### src/rtl/matrix_add_stream.sv
// Streaming element-wise matrix adder: LANES lanes per beat, BEATS beats per matrix,
// two register stages with wrap/saturate arithmetic and a sticky per-matrix overflow flag.
module matrix_add_stream #(
    parameter int W      = 16,
    parameter int LANES  = 8,
    parameter int BEATS  = 8,
    parameter int SIGNED = 0
) (
    input  logic               clk,
    input  logic               rst,
    input  logic               sat_mode,
    input  logic               in_valid,
    output logic               in_ready,
    input  logic [LANES*W-1:0] a_data,
    input  logic [LANES*W-1:0] b_data,
    output logic               out_valid,
    input  logic               out_ready,
    output logic [LANES*W-1:0] out_data,
    output logic               out_last,
    output logic               out_ovf
);

    localparam int CW = (BEATS > 1) ? $clog2(BEATS) : 1;

    logic [CW-1:0]      beat_cnt;
    logic               last_beat;
    logic               accept;
    logic               s1_adv;
    logic               s2_adv;

    logic               s1_valid;
    logic               s1_last;
    logic               s1_sat;
    logic [W:0]         s1_sum [LANES];
    logic [W:0]         raw_sum [LANES];

    logic               sticky;
    logic               beat_ovf;
    logic               lane_ovf;
    logic [W:0]         cur;
    logic [LANES*W-1:0] final_data;

    // Each stage may move whenever the stage after it has room or is being drained.
    assign s2_adv    = ~out_valid | out_ready;
    assign s1_adv    = ~s1_valid | s2_adv;
    assign in_ready  = s1_adv;
    assign accept    = in_valid & s1_adv;
    assign last_beat = (beat_cnt == CW'(BEATS - 1));

    // Sums are one bit wider than the operands so stage 2 can judge overflow from the sum alone.
    always_comb begin
        for (int l = 0; l < LANES; l++) begin
            if (SIGNED != 0) begin
                raw_sum[l] = {a_data[(LANES-1-l)*W + W-1], a_data[(LANES-1-l)*W +: W]}
                           + {b_data[(LANES-1-l)*W + W-1], b_data[(LANES-1-l)*W +: W]};
            end else begin
                raw_sum[l] = {1'b0, a_data[(LANES-1-l)*W +: W]}
                           + {1'b0, b_data[(LANES-1-l)*W +: W]};
            end
        end
    end

    always_ff @(posedge clk or posedge rst) begin
        if (rst) begin
            beat_cnt <= '0;
        end else if (accept) begin
            beat_cnt <= last_beat ? '0 : beat_cnt + CW'(1);
        end
    end

    always_ff @(posedge clk or posedge rst) begin
        if (rst) begin
            s1_valid <= 1'b0;
            s1_last  <= 1'b0;
            s1_sat   <= 1'b0;
            for (int l = 0; l < LANES; l++) s1_sum[l] <= '0;
        end else if (s1_adv) begin
            s1_valid <= in_valid;
            if (in_valid) begin
                s1_last <= last_beat;
                s1_sat  <= sat_mode;
                for (int l = 0; l < LANES; l++) s1_sum[l] <= raw_sum[l];
            end
        end
    end

    // Signed overflow shows as the two top bits of the widened sum disagreeing.
    always_comb begin
        beat_ovf   = 1'b0;
        lane_ovf   = 1'b0;
        cur        = '0;
        final_data = '0;
        for (int l = 0; l < LANES; l++) begin
            cur      = s1_sum[l];
            lane_ovf = (SIGNED != 0) ? (cur[W] ^ cur[W-1]) : cur[W];
            beat_ovf = beat_ovf | lane_ovf;
            if (lane_ovf & s1_sat) begin
                if (SIGNED != 0) begin
                    final_data[(LANES-1-l)*W +: W] = cur[W] ? {1'b1, {(W-1){1'b0}}}
                                                            : {1'b0, {(W-1){1'b1}}};
                end else begin
                    final_data[(LANES-1-l)*W +: W] = {W{1'b1}};
                end
            end else begin
                final_data[(LANES-1-l)*W +: W] = cur[W-1:0];
            end
        end
    end

    always_ff @(posedge clk or posedge rst) begin
        if (rst) begin
            out_valid <= 1'b0;
            out_data  <= '0;
            out_last  <= 1'b0;
            out_ovf   <= 1'b0;
            sticky    <= 1'b0;
        end else if (s2_adv) begin
            out_valid <= s1_valid;
            if (s1_valid) begin
                out_data <= final_data;
                out_last <= s1_last;
                out_ovf  <= s1_last & (sticky | beat_ovf);
                sticky   <= s1_last ? 1'b0 : (sticky | beat_ovf);
            end
        end
    end

endmodule

### config.mk
export PLATFORM = sky130hd
export DESIGN_NAME = matrix_add_stream
export DESIGN_NICKNAME = d
export VERILOG_FILES = /design/src/rtl/matrix_add_stream.sv
export SDC_FILE = /design/constraint.sdc
export NUM_CORES = 1
export LEC_CHECK = 0
export ABC_AREA = 0
export BUFFER_PORTS_ARGS = -buffer_cell sky130_fd_sc_hd__clkbuf_2
export CAP_MARGIN = 10
export CELL_PAD_IN_SITES_DETAIL_PLACEMENT = 0
export CELL_PAD_IN_SITES_GLOBAL_PLACEMENT = 1
export CORE_ASPECT_RATIO = 0.8
export CORE_UTILIZATION = 40
export DETAILED_ROUTE_END_ITERATION = 8
export PLACE_DENSITY = 0.78
export SETUP_SLACK_MARGIN = 0.15
export SYNTH_ARGS = -nofsm -noshare
export SYNTH_HDL_FRONTEND = slang
export SYNTH_SLANG_ARGS = --single-unit
export TNS_END_PERCENT = 5
### constraint.sdc
create_clock -name clk -period 10.98 [get_ports clk]
set_input_delay 0.549 -clock clk [delete_from_list [all_inputs] [get_ports clk]]
set_output_delay 0.549 -clock clk [all_outputs]
set_load 0.1 [all_outputs]
==> results by group <==
Floorplanning
  – # IOs: 393
  – DIE AREA: around 40000 µm²
  – Core box area: about 38000 µm²
  – Chip width: between 200 and 250 µm
  – Die Height: 178.6 µm
  – Initial core utilization: 40.72%
  – Site row count: 64

Global routing
  – Vias in the first global route: 13360
  – Antenna violations before repair: 6
  – Pin count of the biggest net entering global routing: 151
  – First-pass GRT wire length: 69610 µm
  – GRT Total Usage: 21.76%
  – GRT overflow: 0

STA
  – RSZ-0062 raised after global routing: no
  – Final Setup Violations: 0
  – Post-route minimum period: 3.175 ns
  – Final Cycle Share: ~29%
  – Worst slew pin tran: 1.027 ns
  – Final Max Tran Viols: 0
  – Setup TNS Final: 0 ns
  – Max Clk Rate: roughly 0.31 GHz
  – Relative slew slack: 31.55%
  – Final hold viol count: 0
  – Clk_skew: 0.01674 ns

Yosys
  – Commonest cells in the netlist: 286 x nor2_1, 274 x dfrtp_1, 211 x nand2_1
  – Synth async-reset ratio: 100.0%
  – Yosys top cell area share: 43.99%
  – Yosys top cell by area: dfrtp_1
  – Sequential area share after synthesis: 43.99%
  – Number of synthesized flops with an enable pin: 0
  – Syn Nets: 2133
  – Syn_area_per_cell: 8.989 µm²
  – Netlist area before placement: 15590 µm²
  – Yosys cell types: 64
  – Synth area leaders: dfrtp_1 44%, ha_1 10%, nor2_1 6.9%, a21oi_1 5.9%, nand2_1 5.1%
  – #FFs+latches synth: 274
  – Most frequent cell after synthesis: nor2_1
  – Top_reg_cell synth: dfrtp_1
  – Synth Instances: 1734
  – YS warnings: 0

Place
  – Placed cell area: 17950 µm²
  – Post-DP HPWL: 32710 µm
  – I/O Buffers: 392
  – Gp weighted congestion: 0.9007

Worst setup path
  – R2R setup slack: between 7 and 8 ns
  – Worst Path Max Fanout: 100
  – Crit path from: s1_valid
  – CP Data Required Time: 11.48 ns
  – CP max-delay cell: buf_4
  – Worst-path cell chain: nand3b_1 -> nand2_4 -> buf_4 -> buf_4 -> or3_1 -> o21ai_0 -> a21oi_1
  – R2R Path Start: s1_valid
  – CP max stage delay: 0.82 ns
  – Top delay family on crit path: buffers and inverters
  – WP buf/inv: 2
  – CP dominant cell by count: buf_4
  – Setup CP Type: reg -> reg
  – Crit path capture type: flop
  – Worst setup SP type: flop
  – Critical Path AT: approximately 3.7 ns

Power
  – Worst vdd ir: roughly 120 µV
  – Leakage power: 9.149 nW
  – Pwr dens: between 200 and 250 nW/µm²

Layout
  – Design Area, Final: 19090 µm²
  – Synth-to-layout area growth: 22.46%
  – Share of cells above drive strength 1: 22.52%
  – Final Net Count: 2489

Detailed routing
  – DRC errors left: 0
  – Final WL: 43910 µm
  – 1st-pass router iterations: 5
  – 1st-iter DRT viols: 745
  – Post-DR vias/cell: 5.215
  – Drt wl/cell: around 17 µm
  – Via count: 13630
  – Routed Antenna Nets: 0

Clock tree
  – Clock buffer depth: 3
  – Postcts setup bufs: 0
  – Number of CTS-inserted buffers: 30
  – CTS tree: built
  – CTS Sinks: 274
  – Clk Latency, worst-skew pair: 0.57 ns
  – Clk pin slew, worst setup/hold paths: roughly 0.06 ns
  – Post-CTS sizing: 0
  – Root buffer selected by CTS: clkbuf_16
  – Cts hold-fix bufs: 0
  – CTS H-tree depth: 1

Status
  – Outcome: finished clean

Worst hold path
  – Hold Crit Class: in -> async

Flow run
  – MaxCap Viol Count: 0
-- final cells by class --
type                    instances  area, µm²
fillers                      3675      19190
multi-input cells            1362       8359
flip-flops and latches        274       6857
repair buffers                398       2019
clock buffers                  44      924.6
well taps                     495      619.3
clock inverters                12      200.2
inverters                      24      97.59
diodes                          4      10.01
-- cell usage in the layout (no fill, tap or decap), types with 4 or more instances in the layout --
cell | Yosys | layout
and2_1 | 11 | 9
a211o_1 | 4 | 4
o211ai_1 | 7 | 7
o21ai_0 | 154 | 154
o22a_1 | 17 | 17
or3_1 | 4 | 4
fa_1 | 8 | 8
bufinv_16 | 0 | 5
nor3_1 | 18 | 18
nor2_1 | 286 | 286
o221ai_1 | 4 | 4
nand3_1 | 21 | 21
diode_2 | 0 | 4
o21bai_1 | 14 | 14
inv_1 | 24 | 23
xnor2_1 | 38 | 38
and3_1 | 9 | 9
xor2_1 | 54 | 54
nand2_1 | 211 | 210
nor2b_1 | 10 | 10
dfrtp_1 | 274 | 274
a31oi_1 | 15 | 15
clkbuf_8 | 0 | 10
ha_1 | 130 | 130
clkbuf_16 | 0 | 31
a21oi_1 | 183 | 183
o31ai_1 | 13 | 13
nand4_1 | 6 | 6
a31o_2 | 6 | 6
clkbuf_2 | 0 | 392
o21ai_1 | 5 | 5
buf_4 | 0 | 5
nand2b_1 | 10 | 10
a211oi_1 | 25 | 25
a21o_1 | 31 | 31
o21a_1 | 20 | 20
-- layer usage --
metal / share of wire (%) / global-route usage [%]
met5: 0.077 / 0
met4: 1.9 / 5.517
met3: 4.4 / 3.871
met2: 46 / 35.13
met1: 48 / 30.21
-- flip-flops by register name, summed over array words and instances, names as in the netlist --
name,flops
cur,17
s1_sat,1
beat_cnt,3
out_data,128
s1_valid,1
s1_sum,119
out_ovf,1
out_last,1
sticky,1
s1_last,1
out_valid,1
-- power breakdown --
| part | switching, W | total [W] | internal (W) |
|---|---|---|---|
| sequential | 0.000153 | 0.00141 | 0.00126 |
| combinational | 0.00151 | 0.00191 | 0.000404 |
| clock | 0.000435 | 0.00114 | 0.000700 |
| total | 0.00210 | 0.00446 | 0.00236 |
-- final timing paths --
check	end	cells after the start
worst max register to register	s1_sum[118]	7
worst min-delay path	out_data[3]	2
worst min register to register	cur[0]	2
max in group asynchronous	s1_sum[53]	3
worst max-delay path	s1_sum[118]	7
min in group clk	s1_sat	3
-- cells by family (layout without fill, tap and decap cells) --
family	count (synthesis)	in the layout	synth area share, %
compound gates	525	525	20.53
xor+xnor	92	92	5.170
fa+ha+maj	138	138	11.46
buf+inv	98	478	2.448
flops	274	274	43.99
mux	5	5	0.3452
other cells	0	4	0
simple gates	602	602	16.06
-- metrics by stage --
stage | utilization (%) | instances | hold WS [ns] | worst slack (ns) | total power (W)
4_1_cts | 49.84 | 2609 | 0.1483 | 7.777 | 0.004502
6_report | 49.87 | 2613 | 0.08138 | 7.805 | 0.004462
2_1_floorplan | - | 1734 | 0.4456 | 2.879 | 0.002939
3_5_place_dp | 46.90 | 2553 | 0.4635 | 7.435 | 0.003352
3_3_place_gp | 46.90 | 2553 | 0.4603 | 7.429 | 0.003331
5_1_grt | 49.87 | 2613 | 0.1839 | 7.413 | 0.004685
Note: power is estimated with default switching activity, not from simulation.
